## config.mk

```make
export PLATFORM = sky130hd
export DESIGN_NAME = alu_seq
export DESIGN_NICKNAME = d
export VERILOG_FILES = /design/src/rtl/alu_seq.sv
export SDC_FILE = /design/constraint.sdc
export NUM_CORES = 1
export LEC_CHECK = 0
export ABC_CLOCK_PERIOD_IN_PS = 9000
export CORE_ASPECT_RATIO = 0.9
export CORE_MARGIN = 10
export CORE_UTILIZATION = 40
export CTS_BUF_LIST = sky130_fd_sc_hd__clkbuf_4
export CTS_CLUSTER_SIZE = 25
export DETAILED_ROUTE_END_ITERATION = 16
export PLACE_DENSITY_LB_ADDON = 0.12
export SKIP_CTS_REPAIR_TIMING = 1
export SLEW_MARGIN = 20
export SYNTH_ARGS = -nofsm -noshare
export SYNTH_HDL_FRONTEND = slang
export SYNTH_SLANG_ARGS = --single-unit
```

## constraint.sdc

```tcl
create_clock -name clk -period 9 [get_ports clk]
set_input_delay 1.35 -clock clk [delete_from_list [all_inputs] [get_ports clk]]
set_output_delay 1.35 -clock clk [all_outputs]
set_load 0.05 [all_outputs]
```

## src/rtl/alu_seq.sv

```systemverilog
// Sequential ALU: single-cycle logic/arith ops, iterative shift-add multiply and
// restoring divide, valid/ready handshake on both sides.
module alu_seq #(
  parameter int unsigned WIDTH = 16,
  parameter int unsigned CNT_W = $clog2(WIDTH) + 1
) (
  input  logic             clk,
  input  logic             rst_n,
  input  logic             in_valid,
  output logic             in_ready,
  input  logic [WIDTH-1:0] in_a,
  input  logic [WIDTH-1:0] in_b,
  input  logic [3:0]       select,
  output logic             out_valid,
  input  logic             out_ready,
  output logic [WIDTH-1:0] alu_out,
  output logic             flag_z,
  output logic             flag_c,
  output logic             flag_n,
  output logic             err
);

  typedef enum logic [1:0] {StIdle, StBusy, StDone} state_e;

  localparam logic [3:0] OpAdd = 4'd0, OpSub = 4'd1, OpAnd = 4'd2, OpOr = 4'd3;
  localparam logic [3:0] OpXor = 4'd4, OpShl = 4'd5, OpShr = 4'd6, OpCmp = 4'd7;
  localparam logic [3:0] OpMul = 4'd8, OpDivu = 4'd9, OpRemu = 4'd10;

  state_e           state_q, state_d;
  logic [3:0]       op_q, op_d;
  logic [WIDTH-1:0] a_q, a_d, b_q, b_d;
  logic [WIDTH:0]   acc_q, acc_d;
  logic [CNT_W-1:0] cnt_q, cnt_d;
  logic [WIDTH-1:0] res_q, res_d;
  logic             z_q, z_d, c_q, c_d, n_q, n_d, err_q, err_d;

  logic [WIDTH:0]   sum;
  logic [WIDTH-1:0] qr_res;
  logic             qr_c, qr_err, iterative;
  logic [WIDTH-1:0] mul_acc, fin_res;
  logic [WIDTH:0]   r_sh, r_sub;
  logic             ge;

  // Single-cycle result path, evaluated on the live inputs at accept.
  always_comb begin
    sum    = {1'b0, in_a} + {1'b0, in_b};
    qr_res = '0;
    qr_c   = 1'b0;
    qr_err = 1'b0;
    unique case (select)
      OpAdd: {qr_c, qr_res} = sum;
      OpSub: begin
        qr_res = in_a - in_b;
        qr_c   = in_a < in_b;
      end
      OpAnd: qr_res = in_a & in_b;
      OpOr:  qr_res = in_a | in_b;
      OpXor: qr_res = in_a ^ in_b;
      OpShl: qr_res = in_a << in_b;
      OpShr: qr_res = in_a >> in_b;
      OpCmp: qr_res = (in_a > in_b) ? WIDTH'(1) : (in_a < in_b) ? WIDTH'(2) : '0;
      OpMul: qr_res = '0;
      OpDivu: begin
        qr_res = '1;
        qr_err = 1'b1;
      end
      OpRemu: begin
        qr_res = in_a;
        qr_err = 1'b1;
      end
      default: qr_err = 1'b1;
    endcase
    iterative = (select == OpMul) ||
                (((select == OpDivu) || (select == OpRemu)) && (in_b != '0));
  end

  // One iteration step: shift-add for multiply, restoring step for divide.
  always_comb begin
    mul_acc = acc_q[WIDTH-1:0] + (b_q[0] ? a_q : '0);
    r_sh    = {acc_q[WIDTH-1:0], a_q[WIDTH-1]};
    ge      = r_sh >= {1'b0, b_q};
    r_sub   = r_sh - {1'b0, b_q};
    if (op_q == OpMul) begin
      fin_res = mul_acc;
    end else if (op_q == OpDivu) begin
      fin_res = {a_q[WIDTH-2:0], ge};
    end else begin
      fin_res = ge ? r_sub[WIDTH-1:0] : r_sh[WIDTH-1:0];
    end
  end

  always_comb begin
    state_d = state_q;
    op_d    = op_q;
    a_d     = a_q;
    b_d     = b_q;
    acc_d   = acc_q;
    cnt_d   = cnt_q;
    res_d   = res_q;
    z_d     = z_q;
    c_d     = c_q;
    n_d     = n_q;
    err_d   = err_q;
    unique case (state_q)
      StIdle: begin
        if (in_valid) begin
          op_d = select;
          if (iterative) begin
            state_d = StBusy;
            a_d     = in_a;
            b_d     = in_b;
            acc_d   = '0;
            cnt_d   = CNT_W'(WIDTH);
          end else begin
            state_d = StDone;
            res_d   = qr_res;
            c_d     = qr_c;
            err_d   = qr_err;
            z_d     = qr_res == '0;
            n_d     = qr_res[WIDTH-1];
          end
        end
      end
      StBusy: begin
        cnt_d = cnt_q - CNT_W'(1);
        if (op_q == OpMul) begin
          acc_d = {1'b0, mul_acc};
          a_d   = a_q << 1;
          b_d   = b_q >> 1;
        end else begin
          a_d   = {a_q[WIDTH-2:0], ge};
          acc_d = ge ? r_sub : r_sh;
        end
        if (cnt_q == CNT_W'(1)) begin
          state_d = StDone;
          res_d   = fin_res;
          c_d     = 1'b0;
          err_d   = 1'b0;
          z_d     = fin_res == '0;
          n_d     = fin_res[WIDTH-1];
        end
      end
      StDone: begin
        if (out_ready) state_d = StIdle;
      end
      default: state_d = StIdle;
    endcase
  end

  always_ff @(posedge clk) begin
    if (!rst_n) begin
      state_q <= StIdle;
      op_q    <= '0;
      a_q     <= '0;
      b_q     <= '0;
      acc_q   <= '0;
      cnt_q   <= '0;
      res_q   <= '0;
      z_q     <= 1'b0;
      c_q     <= 1'b0;
      n_q     <= 1'b0;
      err_q   <= 1'b0;
    end else begin
      state_q <= state_d;
      op_q    <= op_d;
      a_q     <= a_d;
      b_q     <= b_d;
      acc_q   <= acc_d;
      cnt_q   <= cnt_d;
      res_q   <= res_d;
      z_q     <= z_d;
      c_q     <= c_d;
      n_q     <= n_d;
      err_q   <= err_d;
    end
  end

  assign in_ready  = state_q == StIdle;
  assign out_valid = state_q == StDone;
  assign alu_out   = res_q;
  assign flag_z    = z_q;
  assign flag_c    = c_q;
  assign flag_n    = n_q;
  assign err       = err_q;

endmodule

```

==> results of run 1 <==
power by group through the flow:
| stage | logic [mW] | clock network [mW] | registers [mW] |
|---|---|---|---|
| final | 0.791 | 0.260 | 0.395 |
| after CTS | 0.770 | 0.264 | 0.394 |
| after global placement | 0.768 | 0 | 0.402 |
| after detailed placement | 0.766 | 0 | 0.402 |
| after floorplan | 0.518 | 0 | 0.408 |
| after global routing | 0.850 | 0.279 | 0.398 |
flip-flops by register name (all words and copies together) (netlist names):
signal   count
a_q         16
acc_q       16
alu_out     16
b_q         16
cnt_q        5
op_q         4
state_q      2
err          1
flag_c       1
flag_z       1
layer usage:
| metal | up-vias | global-route usage |
|---|---|---|
| met4 | 0 | 0.0714 |
| met2 | 436 | 0.366 |
| met3 | 63 | 0.0522 |
| met1 | 5319 | 0.384 |
| met5 | - | 0.00955 |
| li1 | 5192 | - |
layout make-up:
cell class | count | share of cell area
clock buffers | 9 | 0.00604
clock inverters | 7 | 0.00872
inverters | 72 | 0.0241
multi-input cells | 1153 | 0.714
flip-flops and latches | 78 | 0.140
well taps | 342 | 0.0382
repair buffers | 84 | 0.0695
cell families (layout without fill, tap and decap cells):
kind of cell / after synthesis / count (layout)
simple gates: 564 / 564
compound gates: 394 / 394
buf+inv: 175 / 172
fa+ha+maj: 90 / 90
flops: 78 / 78
mux: 70 / 70
xor+xnor: 35 / 35
worst max-delay path, cell delays in order:
cell and delay [ns]:
clkdlybuf4s50_1 0.45, buf_4 0.35, inv_1 0.48, ha_1 0.54
a211o_1 0.34, a2111oi_4 0.42, o31ai_2 0.15, o41ai_1 0.61
nand2b_1 0.21, a21oi_1 0.06, a2111oi_1 0.50, nand4_1 0.15
o31a_1 0.27, o21ai_2 0.06
worst max path at each step:
stage                     cells past startpoint  slack, ns      to  startpoint
after floorplan                              14       4.40  flag_z     in_b[1]
after global placement                       14       3.09  flag_z     in_b[1]
after detailed placement                     14       3.05  flag_z     in_b[1]
after CTS                                    14       3.53  flag_z     in_b[1]
after global routing                         14       3.22  flag_z     in_b[1]
final                                        14       3.46  flag_z     in_b[1]
through the flow:
stage | cells | setup slack (ns)
2_1_floorplan | 1406 | 4.40
3_3_place_gp | 1729 | 3.09
3_5_place_dp | 1729 | 3.05
4_1_cts | 1745 | 3.53
5_1_grt | 1745 | 3.22
6_report | 1745 | 3.46
cell usage after synthesis, types with 9 or more instances:
cell,instances
o211ai_1,24
o21ai_0,42
nor2b_1,16
o21a_1,13
mux2_2,12
nand3_1,35
nor2_1,139
a2bb2oi_1,9
nor3_1,46
buf_2,20
o21bai_1,11
a32oi_1,9
xor2_1,15
a211oi_1,19
and3_1,12
a21oi_1,81
a311oi_1,31
dfxtp_1,78
a221oi_1,9
and2_1,29
mux2i_1,43
a31oi_1,12
nand2b_1,14
inv_1,71
ha_1,85
nand4_1,17
o2111ai_1,10
a22oi_1,18
a21o_1,11
nand2_1,184
or3_1,10
xnor2_1,20
mux4_2,14
nor4_1,19
clkbuf_1,76
==> out/qor.csv, run 1 <==
metric,value,unit
largest family of logic cells by synthesized area,compound AO/OA/AOI/OAI gates,
clk_skew,0.0242,ns
pwr dens,129,mW/mm²
share of layout cells above drive strength 1,0.0706,
RSZ-0062 raised after global routing,no,
Starting Density,0.406,
switching part of the total,0.472,
worst ir drop on vdd,0.0693,mV
Post-Synth Adder-Cell Area,0.113,
multi-input logic area,0.00799,mm²
Tcrit/Tclk final,0.616,
Routed WL,43000,µm
R2R cell count,12,
CP startpoint kind,primary input,
die height,172,µm
port bufs,61,
row count,55,
global-route wire length before repair,64900,µm
core area,0.0251,mm²
highest metal used,met4,
CTS Sinks,78,
"Clk Latency, worst-skew pair",0.49,ns
Leakage,4.35,nW
post-synthesis compound-gate area fraction,0.280,
Root Buffer,clkbuf_4,
post-synthesis register bit count,78,
register area,0.00156,mm²
Boundary Pins,62,
number of synthesized flops with an enable pin,0,
Area Overhead vs Synth,9.70,%
WP data required,9.42,ns
HP Start,op_q[1],
WL met3,3580,µm
drt drc,0,
total power,1.45,mW
ranking of synthesized cells by area,"dfxtp_1 15%, ha_1 10%, nand2_1 6.8%, nor2_1 5.1%, mux2i_1 4.2%",
simple-gate share of the synthesized area,0.266,
final hold slack,0.469,ns
status,completed,
Async SR Flop Fraction,0,
Synth Area in XOR/XNOR,0.0300,
total track usage,0.259,
ANT cells,0,
"Hold Violations, Final",0,
nets,1527,
largest net degree at the start of global routing,71,
post-synth top area share,0.153,
Final Instance Area,0.0112,mm²
first-pass iteration count of the detailed router,5,
max-slew violation count,0,
"Reg clk slew, reported paths",0.14,ns
via count,11000,
clock buffer depth,2,
FF-to-FF setup slack,4.56,ns
GRT overflow,0,
placed instance area,0.0110,mm²
Relative slew margins,0.244,
Logic pwr share,0.547,
Seq pwr share,0.273,
CTS tree,yes,
Setup Viol. Count Final,0,
GP Congestion,0.999,
Synth Cell Area,0.0102,mm²
critical path data arrival time,5.96,ns
hpwl dp,32900,µm
"commonest non-fill, non-tap cell in the layout",nand2_1,
reg2reg end,alu_out[14],
Min-Delay Path Class,reg -> reg,
WS Path Type,in -> reg,
r2r startpoint,b_q[0],
Filler Cells Inserted,2638,
setup_tns,0,ns
M1 wire length,20900,µm
Hold EP,op_q[1],
crit path capture type,register,
Syn Area/Cell,7.26,µm²
Least-Margin Pin Slew,1.12,ns
drt wl/cell,24.7,µm
largest area contributor in the netlist,dfxtp_1,
initial antenna violation count,3,
width of the die,188,µm
post-synth cell types,101,
routed wl met2,17400,µm
drt via density,6.31,
most frequent cells in the layout,"184 x nand2_1, 138 x nor2_1, 85 x ha_1",
"Seq/Total Area, Yosys",0.153,
Clock power frac,0.180,
cell internal pwr,0.763,mW
Syn Nets,1535,
CTS Buf Count,9,
hold depth,2,
Max-cap violations,0,
Net Sw Power,0.682,mW
Die Area,0.0323,mm²
fin crit period,5.54,ns
Mapped Cells,1406,
crit path max fanout,33,
vias in the first global route,10300,
Starting DRT DRC Count,1336,
mux contribution to synthesized area,0.0889,
antenna-violating nets left,0,
Synth warnings,0,
Final Util,0.446,
H-tree Lvls,3,
Synth Flop Type,dfxtp_1,
fmax,0.180,GHz
Note: power is estimated with default switching activity, not from simulation.
==> run 2: changes to the inputs <==
--- a/config.mk
+++ b/config.mk
@@ -5,7 +5,7 @@
 export SDC_FILE = /design/constraint.sdc
 export NUM_CORES = 1
 export LEC_CHECK = 0
-export ABC_CLOCK_PERIOD_IN_PS = 9000
+export ABC_CLOCK_PERIOD_IN_PS = 4550
 export CORE_ASPECT_RATIO = 0.9
 export CORE_MARGIN = 10
 export CORE_UTILIZATION = 40
==> constraint.sdc (replaced) <==
create_clock -name clk -period 4.55 [get_ports clk]
set_input_delay 0.6825 -clock clk [delete_from_list [all_inputs] [get_ports clk]]
set_output_delay 0.6825 -clock clk [all_outputs]
set_load 0.05 [all_outputs]
==> run 2 against run 1 <==
Compared with the run above: routed wire length is 2.9% higher; first-iteration DRC count is 4.0% higher; core utilization is 2.2 points higher; critical path type unchanged.
==> out/qor.csv, run 2 (same netlist as run 1, synthesis figures left out) <==
metric,value,unit
FF-to-FF setup slack,0.76,ns
worst-path cell chain,clkdlybuf4s50_1 -> inv_1 -> ha_1 -> inv_1 -> fa_1 -> nand2b_1 -> a211oi_1 -> o41a_1 -> a31o_2 -> a221oi_1 -> o21ai_0 -> nor2_1 -> nand4_1 -> o31a_1 -> o21ai_2,
Min-Delay Path Class,reg -> reg,
met1 usage in global routing,0.387,
RSZ-0062 raised after global routing,no,
placed instance area,0.0116,mm²
CTS Sinks,78,
HP Start,op_q[2],
fmax,0.251,GHz
ANT cells,0,
hpwl dp,34700,µm
Setup Viol. Count Final,0,
vias in the first global route,10500,
largest net degree at the start of global routing,71,
Starting Density,0.406,
clock buffer depth,2,
nets,1600,
Max-cap violations,0,
drt drc,0,
Relative slew margins,0.274,
width of the die,188,µm
row count,55,
most frequent CP cell,inv_1,
crit path capture type,register,
met2 Usage GRT,0.377,
most frequent cells in the layout,"184 x nand2_1, 138 x nor2_1, 93 x buf_4",
antenna-violating nets left,0,
Final Util,0.468,
drt wl/cell,24.3,µm
crit path max fanout,5,
CP startpoint kind,primary input,
hold depth,2,
Leakage,4.70,nW
first-pass iteration count of the detailed router,8,
Starting DRT DRC Count,1389,
port bufs,61,
M3 GR Usage,0.0636,
Routed WL,44300,µm
via count,11400,
status,completed,
CP max-delay cell,a221oi_1,
clk_skew,0.0219,ns
"Hold Violations, Final",0,
die height,172,µm
"Reg clk slew, reported paths",0.16,ns
"commonest non-fill, non-tap cell in the layout",nand2_1,
GP Congestion,1.01,
max incr delay on CP,0.49,ns
Area Overhead vs Synth,15.2,%
Boundary Pins,62,
pwr dens,247,mW/mm²
total track usage,0.262,
core area,0.0251,mm²
CTS Buf Count,9,
fin crit period,3.98,ns
drt via density,6.30,
WP data required,4.96,ns
Die Area,0.0323,mm²
"Clk Latency, worst-skew pair",0.46,ns
GRT overflow,0,
Final Instance Area,0.0118,mm²
share of layout cells above drive strength 1,0.117,
H-tree Lvls,3,
critical path data arrival time,4.39,ns
max-slew violation count,0,
"Most Used Layer, Global Route",met1,
setup_tns,0,ns
global-route wire length before repair,65900,µm
CTS tree,yes,
Root Buffer,clkbuf_4,
Filler Cells Inserted,2641,
Hold EP,op_q[2],
Tcrit/Tclk final,0.875,
R2R cell count,14,
WS Path Type,in -> reg,
Least-Margin Pin Slew,1.08,ns
reg2reg end,flag_z,
worst ir drop on vdd,0.136,mV
r2r startpoint,b_q[0],
initial antenna violation count,0,
-- run 2: per-stage QoR --
stage | setup slack, ns | cells | hold WS (ns) | power, mW
2_1_floorplan | 0.622 | 1406 | 0.436 | 1.83
3_3_place_gp | 0.198 | 1802 | 0.446 | 2.40
3_5_place_dp | 0.180 | 1802 | 0.449 | 2.40
4_1_cts | 0.636 | 1818 | 0.468 | 2.86
5_1_grt | 0.364 | 1818 | 0.492 | 3.06
6_report | 0.569 | 1818 | 0.468 | 2.90
-- run 2: power breakdown --
part	switching, mW	internal (mW)
clock	0.292	0.174
combinational	1.03	0.623
sequential	0.0478	0.728
total	1.37	1.53
-- run 2: area by class of cell --
cell class | count | area (µm²) | area share
Multi-Input combinational cell | 1153 | 7980 | 0.679
Sequential cell | 78 | 1560 | 0.133
Timing Repair Buffer | 157 | 1360 | 0.116
Tap cell | 342 | 428 | 0.0364
Inverter | 72 | 270 | 0.0230
Clock inverter | 7 | 78.8 | 0.00671
Clock buffer | 9 | 67.6 | 0.00575
-- run 2: how the worst max path moves through the flow --
stage | cells after the start | start | slack, ns | end
5_1_grt | 15 | in_a[0] | 0.36 | flag_z
3_3_place_gp | 15 | in_a[0] | 0.20 | flag_z
4_1_cts | 15 | in_a[0] | 0.64 | flag_z
3_5_place_dp | 15 | in_a[0] | 0.18 | flag_z
2_1_floorplan | 14 | in_b[1] | 0.62 | flag_z
6_report | 15 | in_a[0] | 0.57 | flag_z
-- run 2: critical path: cells and delay by family --
kind,cells,cell delay [ns]
AO/OA/AOI/OAI,7,1.93
buffers and inverters,3,0.69
adder cells (fa/ha/maj),2,0.65
AND/OR/NAND/NOR,3,0.42
-- run 2: metal layers --
layer,part of all wire,wire length [µm],vias up
met1,0.47,21000,5490
li1,-,-,5334
met4,0.017,743,0
met5,0,0,-
met2,0.41,18100,561
met3,0.10,4430,61
==> run 3: changes to the inputs <==
--- a/config.mk
+++ b/config.mk
@@ -8,10 +8,11 @@
 export ABC_CLOCK_PERIOD_IN_PS = 4550
 export CORE_ASPECT_RATIO = 0.9
 export CORE_MARGIN = 10
-export CORE_UTILIZATION = 40
+export CORE_UTILIZATION = 57
 export CTS_BUF_LIST = sky130_fd_sc_hd__clkbuf_4
 export CTS_CLUSTER_SIZE = 25
 export DETAILED_ROUTE_END_ITERATION = 16
+export HOLD_SLACK_MARGIN = 0.15
 export PLACE_DENSITY_LB_ADDON = 0.12
 export SKIP_CTS_REPAIR_TIMING = 1
 export SLEW_MARGIN = 20
==> run 3 against run 2 <==
Compared with the run above: cell area down 1.8%; maximum frequency is 0.47% higher; routed wire length shrank 3.9%; die area decreased by 27%; via count grew 3.2%; final cell count decreased by 6.2%; first-iteration DRC count is 23% higher; register-to-register slack worse by 0.17 ns; non-clock buffer count is 11 lower; critical path depth down 2; power down 0.86%; clock-buffer cell count stayed put.
==> out/qor.csv, run 3 (same netlist as run 1, synthesis figures left out) <==
metric,value,unit
drt drc,0,
CTS tree,yes,
width of the die,161,µm
critical path data arrival time,4.36,ns
max incr delay on CP,0.57,ns
reg2reg end,flag_z,
"commonest non-fill, non-tap cell in the layout",nand2_1,
HP Start,op_q[1],
dpl cells,1689,
status,completed,
first-pass iteration count of the detailed router,9,
"Clk Latency, worst-skew pair",0.46,ns
GP Congestion,1.04,
Routed WL,42500,µm
die height,147,µm
setup_tns,0,ns
worst-path cell chain,clkdlybuf4s50_1 -> buf_4 -> ha_1 -> a211o_1 -> a2111oi_4 -> o31ai_2 -> o41ai_1 -> nand2b_1 -> a21oi_1 -> a2111oi_1 -> nand4_1 -> o31a_1 -> o21ai_2,
CP startpoint kind,primary input,
via count,11800,
ANT cells,0,
nets,1589,
capture point of the worst path,flag_z,
H-tree Lvls,3,
largest net degree at the start of global routing,71,
Final Instance Area,0.0115,mm²
max-slew violation count,0,
WP buf/inv,2,
crit path capture type,register,
port bufs,61,
top cell family by delay on the critical path,compound AO/OA/AOI/OAI gates,
hpwl dp,33100,µm
antenna-violating nets left,0,
worst ir drop on vdd,0.186,mV
fin crit period,3.96,ns
R2R cell count,12,
Tcrit/Tclk final,0.871,
Boundary Pins,62,
"Reg clk slew, reported paths",0.14,ns
critical path launch point,in_a[1],
RSZ-0062 raised after global routing,no,
Relative slew margins,0.300,
CTS Buf Count,9,
Root Buffer,clkbuf_4,
"Hold Violations, Final",0,
Area Overhead vs Synth,13.1,%
Setup Viol. Count Final,0,
share of layout cells above drive strength 1,0.110,
Die Area,0.0237,mm²
row count,46,
Min-Delay Path Class,reg -> reg,
final non-filler cell total,1705,
Least-Margin Pin Slew,1.05,ns
total track usage,0.341,
CP max-delay cell,a2111oi_4,
fmax,0.252,GHz
r2r startpoint,b_q[6],
clock buffer depth,2,
most frequent cells in the layout,"184 x nand2_1, 138 x nor2_1, 85 x ha_1",
Max-cap violations,0,
CTS Sinks,78,
Starting Density,0.579,
placed instance area,0.0114,mm²
Leakage,4.65,nW
WS Path Type,in -> reg,
FF-to-FF setup slack,0.59,ns
vias in the first global route,10800,
Starting DRT DRC Count,1713,
initial antenna violation count,0,
drt via density,6.93,
crit path max fanout,11,
global-route wire length before repair,64500,µm
WP data required,4.95,ns
drt wl/cell,24.9,µm
GRT overflow,0,
core area,0.0176,mm²
pwr dens,249,mW/mm²
clk_skew,0.0161,ns
Worst path depth,13,
-- run 3: layer usage --
layer | track usage | part of all wire | up-vias | routed length [µm]
li1 | - | - | 5314 | -
met3 | 0.114 | 0.15 | 129 | 6270
met2 | 0.469 | 0.40 | 840 | 16900
met1 | 0.486 | 0.42 | 5528 | 17700
met5 | 0 | 0 | - | 0
met4 | 0.106 | 0.038 | 0 | 1620
-- run 3: stage by stage --
stage	power (mW)	setup slack [ns]	utilization	hold slack [ns]
floorplan	1.83	0.622	-	0.436
global placement	2.33	0.324	0.647	0.446
detailed placement	2.34	0.202	0.647	0.457
CTS	2.80	0.661	0.655	0.475
global route	3.00	0.417	0.655	0.486
finish	2.87	0.588	0.655	0.476
-- run 3: where the power goes --
part	leakage (nW)	internal (mW)	switching (mW)	total, mW
Combinational	3.94	0.595	1.03	1.63
Sequential	0.635	0.728	0.0521	0.780
Clock	0.0747	0.175	0.291	0.466
Total	4.65	1.50	1.38	2.87
-- run 3: layout make-up --
| cell class | count | area [µm²] |
|---|---|---|
| Inverter | 72 | 270 |
| Clock buffer | 9 | 67.6 |
| Timing Repair Buffer | 146 | 1270 |
| Multi-Input combinational cell | 1153 | 7990 |
| Clock inverter | 7 | 82.6 |
| Fill cell | 1572 | 6070 |
| Sequential cell | 78 | 1560 |
| Tap cell | 240 | 300 |
-- run 3: worst min-delay path by stage --
stage | endpoint | cells after the start
after detailed placement | op_q[1] | 2
after global placement | op_q[1] | 2
after global routing | op_q[2] | 2
after floorplan | op_q[2] | 2
final | op_q[1] | 2
after CTS | op_q[2] | 2
-- run 3: tightest hold or removal path, delay by kind of cell (launching register included) --
family	cells	cell delay, ns
flops	1	0.34
simple gates	1	0.05
compound gates	1	0.05
